===== src/rtl/dac_wave_player.sv =====
// DAC waveform playback sequencer on port 2 of the waveform RAM.
// Walks a programmed address window at a programmable rate and drives two DAC channels.
module dac_wave_player #(
  parameter int DATA_WIDTH = 32,
  parameter int ADDR_WIDTH = 11,
  parameter int DAC_WIDTH  = 14,
  parameter int OFFSET_BIN = 1
) (
  input  logic                  clk,
  input  logic                  rst,
  input  logic                  start,
  input  logic                  stop,
  input  logic                  loop,
  input  logic [ADDR_WIDTH-1:0] start_addr,
  input  logic [ADDR_WIDTH-1:0] end_addr,
  input  logic [15:0]           rate_div,
  output logic [ADDR_WIDTH-1:0] mem_addr,
  output logic                  mem_we,
  output logic [DATA_WIDTH-1:0] mem_din,
  input  logic [DATA_WIDTH-1:0] mem_dout,
  output logic [DAC_WIDTH-1:0]  dac_a,
  output logic [DAC_WIDTH-1:0]  dac_b,
  output logic                  sample_stb,
  output logic                  busy,
  output logic                  done,
  output logic [15:0]           loop_cnt
);

  localparam logic [DAC_WIDTH-1:0] ZERO_CODE =
    (OFFSET_BIN != 0) ? {1'b1, {(DAC_WIDTH-1){1'b0}}} : '0;

  typedef enum logic {IDLE, RUN} state_t;

  state_t                state;
  logic [15:0]           cnt;
  logic [ADDR_WIDTH-1:0] cfg_start;
  logic [ADDR_WIDTH-1:0] cfg_end;
  logic                  cfg_loop;
  logic [15:0]           cfg_div;
  logic [15:0]           eff_div_in;

  // Truncate the 16-bit half-word to the DAC width, optionally flipping to offset binary.
  function automatic logic [DAC_WIDTH-1:0] map_code(input logic [15:0] half);
    logic [DAC_WIDTH-1:0] c;
    c = half[15 -: DAC_WIDTH];
    if (OFFSET_BIN != 0) c[DAC_WIDTH-1] = ~c[DAC_WIDTH-1];
    return c;
  endfunction

  // A divider of 0 would let the address change every cycle and outrun the RAM latency.
  assign eff_div_in = (rate_div == 16'd0) ? 16'd1 : rate_div;

  assign mem_we  = 1'b0;
  assign mem_din = '0;

  always_ff @(posedge clk) begin
    if (rst) begin
      state      <= IDLE;
      mem_addr   <= '0;
      cnt        <= '0;
      cfg_start  <= '0;
      cfg_end    <= '0;
      cfg_loop   <= 1'b0;
      cfg_div    <= 16'd1;
      dac_a      <= ZERO_CODE;
      dac_b      <= ZERO_CODE;
      sample_stb <= 1'b0;
      busy       <= 1'b0;
      done       <= 1'b0;
      loop_cnt   <= '0;
    end else begin
      sample_stb <= 1'b0;
      done       <= 1'b0;
      if (stop) begin
        state <= IDLE;
        busy  <= 1'b0;
        dac_a <= ZERO_CODE;
        dac_b <= ZERO_CODE;
      end else if (start) begin
        // A start always wins over a pending tick, so a restart begins cleanly.
        state     <= RUN;
        busy      <= 1'b1;
        cfg_start <= start_addr;
        cfg_end   <= end_addr;
        cfg_loop  <= loop;
        cfg_div   <= eff_div_in;
        mem_addr  <= start_addr;
        cnt       <= eff_div_in;
        loop_cnt  <= '0;
      end else if (state == RUN) begin
        if (cnt != 16'd0) begin
          cnt <= cnt - 16'd1;
        end else begin
          dac_a      <= map_code(mem_dout[15:0]);
          dac_b      <= map_code(mem_dout[31:16]);
          sample_stb <= 1'b1;
          cnt        <= cfg_div;
          if (mem_addr != cfg_end) begin
            mem_addr <= mem_addr + ADDR_WIDTH'(1);
          end else if (cfg_loop) begin
            mem_addr <= cfg_start;
            if (loop_cnt != 16'hFFFF) loop_cnt <= loop_cnt + 16'd1;
          end else begin
            done     <= 1'b1;
            loop_cnt <= 16'd1;
            state    <= IDLE;
            busy     <= 1'b0;
          end
        end
      end
    end
  end

endmodule


===== config.mk =====
export PLATFORM = sky130hd
export DESIGN_NAME = dac_wave_player
export DESIGN_NICKNAME = d
export VERILOG_FILES = /design/src/rtl/dac_wave_player.sv
export SDC_FILE = /design/constraint.sdc
export NUM_CORES = 1
export LEC_CHECK = 0
export CORE_UTILIZATION = 49
export DETAILED_ROUTE_END_ITERATION = 8
export PLACE_DENSITY = 0.81
export SKIP_CTS_REPAIR_TIMING = 1
export SLEW_MARGIN = 10
export SYNTH_ARGS = -nofsm -noshare
export SYNTH_HDL_FRONTEND = slang
export SYNTH_SLANG_ARGS = --single-unit

===== constraint.sdc =====
create_clock -name clk -period 2.4 [get_ports clk]
set_input_delay 0.72 -clock clk [delete_from_list [all_inputs] [get_ports clk]]
set_output_delay 0.72 -clock clk [all_outputs]
set_load 0.1 [all_outputs]

Word level (Yosys, flattened, before mapping). Index checks and enable logic that the tools add are counted.

Add/sub/neg operators: 3. Equal/unequal tests: 6. Mux-type cells: 27. Bitwise gates (word level): 6. Reduce and logical (&&, ||, !) cells: 13.

Operators with widths (number): 16-bit 2-to-1 mux (10); 11-bit 2-to-1 mux (5); 16-bit by 1-bit adder with 16-bit output (second input constant) (1); 16-bit logical NOT (1); 16-bit inequality test (second input constant) (1); 16-bit nonzero test (1); 16-bit by 1-bit subtractor with 16-bit output (second input constant) (1); 1-bit 2-to-1 mux (12); 11-bit by 1-bit adder with 11-bit output (second input constant) (1); 11-bit inequality test (1); 4-bit AND reduction (2); 2-bit inequality test (second input constant) (3); 1-bit NOT (6); 6-bit OR reduction (1); 5-bit AND reduction (1); 2-bit AND reduction (2); 4-bit OR reduction (1); 3-bit by 2-bit inequality test with 1-bit output (second input constant) (1); 3-bit AND reduction (1); 3-bit nonzero test (1); 2-bit nonzero test (1); 2-bit OR reduction (1).

Register bits: 114. Input port bits: 75. Output and inout port bits: 91.

Logic depth before layout (Yosys ltp). Gate-level depths: netlist of the first run.

Depth after elaboration: 7. Mapped depth: 9. Mapped depth without buffers: 7.

Worst setup path after synthesis of the first run. OpenSTA, ideal clock, no wires.

Path type: reg2reg. Start: register loop_cnt[0]. End: register loop_cnt[11]. Library setup time: 70 ps. Arrival time: 2765 ps. Required time: 2330 ps. Setup slack: -434 ps. Stages on the path, launching flop included: 8. Period minus slack after synthesis: 2834 ps. Cells stage by stage: dfxtp_1 > ha_1 > nand4_1 > or4_4 > or2_4 > a31o_4 > buf_6 > a21oi_1.

Cells in the longest elaborated chain, start to end: 7. Elaborated cells on any way between the ends: 10. Classes of those cells: 1 x add/sub; 2 x eq/ne; 6 x mux; 1 x reduce/logical.

Ends and longest elaborated chain: start, declared (line 26) `output logic [15:0] loop_cnt`; start signal, assigned (line 102) `if (loop_cnt != 16'hFFFF) loop_cnt <= loop_cnt + 16'd1;`; 16-bit by 1-bit adder with 16-bit output (line 102); 16-bit 2-to-1 mux (line 102); 16-bit 2-to-1 mux (line 100) `end else if (cfg_loop) begin`; 16-bit 2-to-1 mux (line 98) `if (mem_addr != cfg_end) begin`; 16-bit 2-to-1 mux (line 91) `if (cnt != 16'd0) begin`; 16-bit 2-to-1 mux (line 90) `end else if (state == RUN) begin`; 16-bit 2-to-1 mux (line 79) `end else if (start) begin`.

Parallel ways exist; a longest one is shown, timed or not. The select of a mux whose other input is x is not followed. A chain may end at the register's enable or synchronous reset.

Worst setup path after layout of the first run.
Start: register cnt[0]. End: register loop_cnt[13].

Cells in the longest elaborated chain, start to end: 3.

Ends and longest elaborated chain: start, declared (line 35) `logic [15:0] cnt;`; start signal, assigned (line 88) `cnt <= eff_div_in;`; start signal, assigned (line 92) `cnt <= cnt - 16'd1;`; start signal, assigned (line 97) `cnt <= cfg_div;`; 16-bit nonzero test (line 91); 2-bit inequality test (no line); 5-bit AND reduction (no line).

No other way between the ends.

==> flow_metrics.tcl, run 1 <==
set metrics [dict create \
    power_density_nw_per_um2 724.3 \
    dp_hpwl_mm 11.25 \
    drt-total-wl_mm 16.37 \
    hold_path.class "reg -> reg" \
    r2r-start "cnt[0]" \
    vias 6114 \
    reg2reg_slack_ns 0.20 \
    die_x_um 112.6 \
    crit_path_end_kind "register" \
    required_ns 2.74 \
    hold_start "dac_a[7]" \
    hold_viol 0 \
    gp_congestion 0.8147 \
    worst_slew_pin_slew_ns 0.6584 \
    fin_tns_setup_ns 0 \
    worstSetupStartpointType "register" \
    timing.final.max_slew_violations 0 \
    syn_inst 777 \
    clkTransAtPathRegs_ns 0.05 \
    pwr-share-comb 0.216 \
    fin_skew_ns 0.007387 \
    arrival_ns 2.54 \
    fmax_ghz 0.4544 \
    ys_ff_latch 114 \
    cts_buffers 17 \
    rows 40 \
    synth_top_area_share 0.3809 \
    die-area_um2 12670 \
    layout_common_cells "nand2_1 (175), a21oi_1 (101), buf_4 (95), dfxtp_1 (88), clkdlybuf4s50_1 (68)" \
    ctsLongestPathBuffers 2 \
    clkPwrFrac 0.428 \
    synth_area_leaders "dfxtp_1 (38%), nand2_1 (11%), a21oi_1 (8.4%)" \
    via_per_inst 5.735 \
    core_um2 11960 \
    grt_pass1_vias 5516 \
    rsz0062_at_grt "false" \
    period_share 0.9169 \
    n_antenna_cell 0 \
    final_area_um2 7936 \
    io_buffers 128 \
    finalWorstSetupSlack_ns 0.1993 \
    htree_levels 4 \
    rr_endpoint "loop_cnt[13]" \
    power_mw 5.749 \
    ys_types 59 \
    layout_commonest_cell "nand2_1" \
    antenna_found_initial 0 \
    die_h_um 112.6 \
    async_flop_share 0 \
    antenna_left 0 \
    detail_route.wl_per_cell_um 15.36 \
    yosysTopAreaCell "dfxtp_1" \
    yosys_warnings 0 \
    p_int_mw 3.973 \
    cts_root_buf "clkbuf_16" \
    path_max_fanout 12 \
    timing.setup.critical_path_class "reg -> reg" \
    pre_cts_slack_ns -0.06848 \
    grt-ovfl-total 0 \
    fin_crit_ns 2.201 \
    initial_core_util 0.5009 \
    drt_pass1_iterations 5 \
    synth-seq-area-share 0.3809 \
    final-setup-viol-count 0 \
    layout.nets 986 \
    relSlewSlack 0.5611 \
    r2r_cells 8 \
    syn2layout_area_growth_pct 32.45 \
    clk_latency_ns 0.42 \
    drc 0 \
    p_sw_frac 0.3089 \
    outcome "completed" \
    p_switching_mw 1.776 \
    drtIter0Drc 420 \
    place_area_um2 7333 \
    maxCapViolations 0 \
    grt_pass1_wl_mm 26.63 \
    ir_worst_vdd_uv 439.3 \
    synthesis.area_um2 5992 \
    pwr-share-seq 0.357 \
    grt_usage 0.2649 \
    cts_tree "done" \
    clock_sinks 114 \
    grt_max_degree 41 \
    io_pins 166 \
    p_leak_nw 2.955 \
    post_synth.cell_area_avg_um2 7.712 \
    synth_flop_cell "dfxtp_1" \
    min_path_cells 2 \
    hold_end "dac_a[7]" \
    synth_edf_count 0 \
    drive_above_1_share 0.1948 \
]
[worst max path at each step]
stage / from / endpoint / slack (ns) / cells past startpoint
final: cnt[0] / loop_cnt[13] / 0.20 / 8
after floorplan: mem_addr[3] / loop_cnt[13] / 0.13 / 8
after global routing: cnt[0] / mem_addr[7] / 0.02 / 9
after global placement: stop / mem_addr[5] / -0.07 / 5
after CTS: cnt[0] / cnt[8] / 0.04 / 8
after detailed placement: stop / mem_addr[6] / -0.07 / 5
[cells by family after synthesis]
family	count (synthesis)	share of synthesized area
AOI/OAI and AO/OA	214	0.2335
xor gates and xnor gates	20	0.02923
adders and majority gates	4	0.008353
buffers and inverters	107	0.09397
DFF	114	0.3809
other	1	0.0006258
and+or+nand+nor	317	0.2535
[power groups by stage]
| stage | logic (mW) | clock network, mW | registers [mW] |
|---|---|---|---|
| 4_1_cts | 1.22 | 2.50 | 2.05 |
| 6_report | 1.24 | 2.46 | 2.05 |
| 3_5_place_dp | 1.21 | 0 | 2.09 |
| 5_1_grt | 1.32 | 2.60 | 2.06 |
| 2_1_floorplan | 0.789 | 0 | 2.18 |
| 3_3_place_gp | 1.20 | 0 | 2.08 |
[flip-flops by register name, indices dropped and copies added, names as in the netlist, 11 cells and up]
name	flops
dac_b	14
cfg_end	11
cfg_div	16
mem_addr	11
cnt	16
cfg_start	11
dac_a	14
loop_cnt	16
[synth_stat cells (all sizes together), types with 2 or more instances]
cell type    n
clkbuf      39
or2          3
or4         15
or3          6
a211oi      16
nand2b       2
o41ai        3
nand2      175
ha           4
nor2        26
dfxtp      114
nor3b        3
and4         5
o221a        8
and2         5
a21o         2
xnor2       17
o211a        2
inv         17
a31oi        8
a31o         2
a311oi       6
buf         51
nand4       11
and3        12
nand3       23
o31ai       27
o2111ai      5
xor2         3
a21oi      102
o21ai       12
nor4        17
nor3        12
o211ai       7
a211o        4
a221oi       5
[layer usage]
metal / vias up / GRT usage / share of wire
met5: - / 0 / 0
met3: 25 / 0.06857 / 0.074
li1: 2999 / - / -
met4: 0 / 0.1227 / 0.019
met1: 2852 / 0.3279 / 0.43
met2: 238 / 0.4317 / 0.47
[layout make-up]
cell class,count,area [µm²]
Clock inverter,9,105.1
Multi-Input combinational cell,588,3304
Sequential cell,114,2320
Inverter,17,63.81
Clock buffer,22,475.5
Tap cell,147,183.9
Fill cell,1031,4025
Timing Repair Buffer,169,1484
[per-stage QoR]
| stage | hold WS (ns) | std cells | utilization |
|---|---|---|---|
| after CTS | 0.4518 | 1066 | 0.6616 |
| after global placement | 0.4382 | 1035 | 0.6131 |
| after floorplan | 0.4321 | 809 | - |
| after global routing | 0.4603 | 1066 | 0.6635 |
| after detailed placement | 0.4445 | 1035 | 0.6131 |
| final | 0.4506 | 1066 | 0.6635 |
[worst max-delay path, stage by stage (launching register included)]
cell     delay, ns
dfxtp_1       0.33
inv_1         0.13
ha_1          0.18
nor4b_4       0.25
and4_4        0.28
o21ai_2       0.09
buf_4         0.19
or4_1         0.51
a21oi_1       0.16
No activity file was read; power rests on OpenSTA's default activity.
==> inputs of run 2 (changes only) <==
- CORE_UTILIZATION: 49 -> 55
- DONT_BUFFER_PORTS: not set -> 1
- PLACE_DENSITY: 0.81 -> 0.7
==> run 2 against run 1 <==
Effect of this change:
- global-route usage up 2.2 points
- worst setup slack worse by 0.022 ns
- maximum frequency down 0.97%
- count of clock-buffer cells in the layout down 3
- sequential power about the same
- register-to-register slack worse by 0.02 ns
- critical path type unchanged
- highest routed layer unchanged
==> flow_metrics.tcl, run 2 (synthesized netlist as in run 1, its figures left out) <==
set metrics [dict create \
    reg_top3 "cfg_div: 16 flops, cnt: 16 flops, loop_cnt: 16 flops" \
    n_fill_cell 903 \
    layout.nets 896 \
    worst_slew_pin_slew_ns 0.6752 \
    rsz0062_at_grt "false" \
    min_path_cells 1 \
    timing.setup.critical_path_class "reg -> reg" \
    hold_start "rst" \
    regArea_um2 2320 \
    relSlewSlack 0.5468 \
    hold_path.class "in -> reg" \
    final_area_um2 7019 \
    arrival_ns 2.66 \
    antenna_found_initial 0 \
    timing.final.max_slew_violations 0 \
    finalWorstSetupSlack_ns 0.1777 \
    cts_tree "done" \
    syn2layout_area_growth_pct 17.14 \
    grt_pass1_vias 5351 \
    gp_congestion 0.8733 \
    grt_use_met1 0.3611 \
    vias 5832 \
    cts_root_buf "clkbuf_8" \
    die_h_um 106.4 \
    core_um2 10460 \
    dp_hpwl_mm 11.04 \
    pre_cts_slack_ns 0.1472 \
    outcome "completed" \
    via_per_inst 6.037 \
    grt-ovfl-total 0 \
    layout_commonest_cell "nand2_1" \
    clock_sinks 114 \
    clk_latency_ns 0.52 \
    grtUsageMet3 0.07235 \
    maxCapViolations 0 \
    io_pins 166 \
    ctsLongestPathBuffers 2 \
    rows 37 \
    grt_max_degree 62 \
    drt-total-wl_mm 16.02 \
    grt_pass1_wl_mm 25.74 \
    startpoint "cnt[0]" \
    n_antenna_cell 0 \
    initial_core_util 0.5727 \
    multi_input_area_um2 3296 \
    layout_common_cells "nand2_1 (175), a21oi_1 (101), dfxtp_1 (88), buf_4 (77), conb_1 (33)" \
    r2r-start "cnt[0]" \
    power_density_nw_per_um2 772.0 \
    fin_crit_ns 2.222 \
    hold_viol 0 \
    detail_route.wl_per_cell_um 16.58 \
    fin_skew_ns 0.008346 \
    period_share 0.9260 \
    place_area_um2 6454 \
    crit_path_end_kind "register" \
    placed_cells 934 \
    path_max_fanout 29 \
    io_buffers 0 \
    drtIter0Drc 482 \
    antenna_left 0 \
    grt_usage 0.2868 \
    die-area_um2 11320 \
    drt_pass1_iterations 6 \
    top_usage_layer "met2" \
    fmax_ghz 0.4500 \
    cts_buffers 17 \
    hold_ws_ns 0.2719 \
    r2r_cells 8 \
    clkTransAtPathRegs_ns 0.06 \
    die_x_um 106.4 \
    worstSetupStartpointType "register" \
    drc 0 \
    fin_tns_setup_ns 0 \
    htree_levels 4 \
    required_ns 2.84 \
    met2_usage 0.4685 \
    final-setup-viol-count 0 \
    ir_worst_vdd_uv 448.2 \
    stdcell_count 966 \
    drive_above_1_share 0.1940 \
    p_leak_nw 2.555 \
]
## run 2: critical path: stages, from the launching register on
cell	delay, ns
dfxtp_1	0.33
inv_1	0.12
ha_1	0.15
nor4b_2	0.25
and4_4	0.30
o21ai_2	0.08
buf_4	0.23
or4_1	0.52
a21oi_1	0.15
## run 2: worst paths after layout
check | to | slack, ns
min | mem_addr[10] | 0.27
max reg2reg | loop_cnt[6] | 0.18
max | loop_cnt[6] | 0.18
min reg2reg | cfg_div[6] | 0.45
## run 2: final cells by class
type	count	share of cell area
clock buffer	19	0.06292
clock inverter	13	0.01569
inverter	17	0.009091
multi-input combinational	588	0.4695
sequential	114	0.3305
tap	136	0.02424
timing repair buffer	79	0.08806
## run 2: metal layers
layer,vias up,wire length (µm),share of wire
met5,-,0,0
met4,0,252,0.016
met3,29,1492,0.093
met2,280,7543,0.47
met1,2696,6727,0.42
li1,2827,-,-
## run 2: metrics by stage
step,utilization,total power [mW]
2_1_floorplan,-,2.973
3_3_place_gp,0.6168,3.085
3_5_place_dp,0.6168,3.113
4_1_cts,0.6696,5.430
5_1_grt,0.6709,5.615
6_report,0.6709,5.419
## run 2: report_power, final
| group | leakage [nW] | internal [mW] | switching (mW) |
|---|---|---|---|
| clock | 0.258 | 1.42 | 0.897 |
| sequential | 0.941 | 1.97 | 0.0629 |
| combinational | 1.36 | 0.279 | 0.796 |
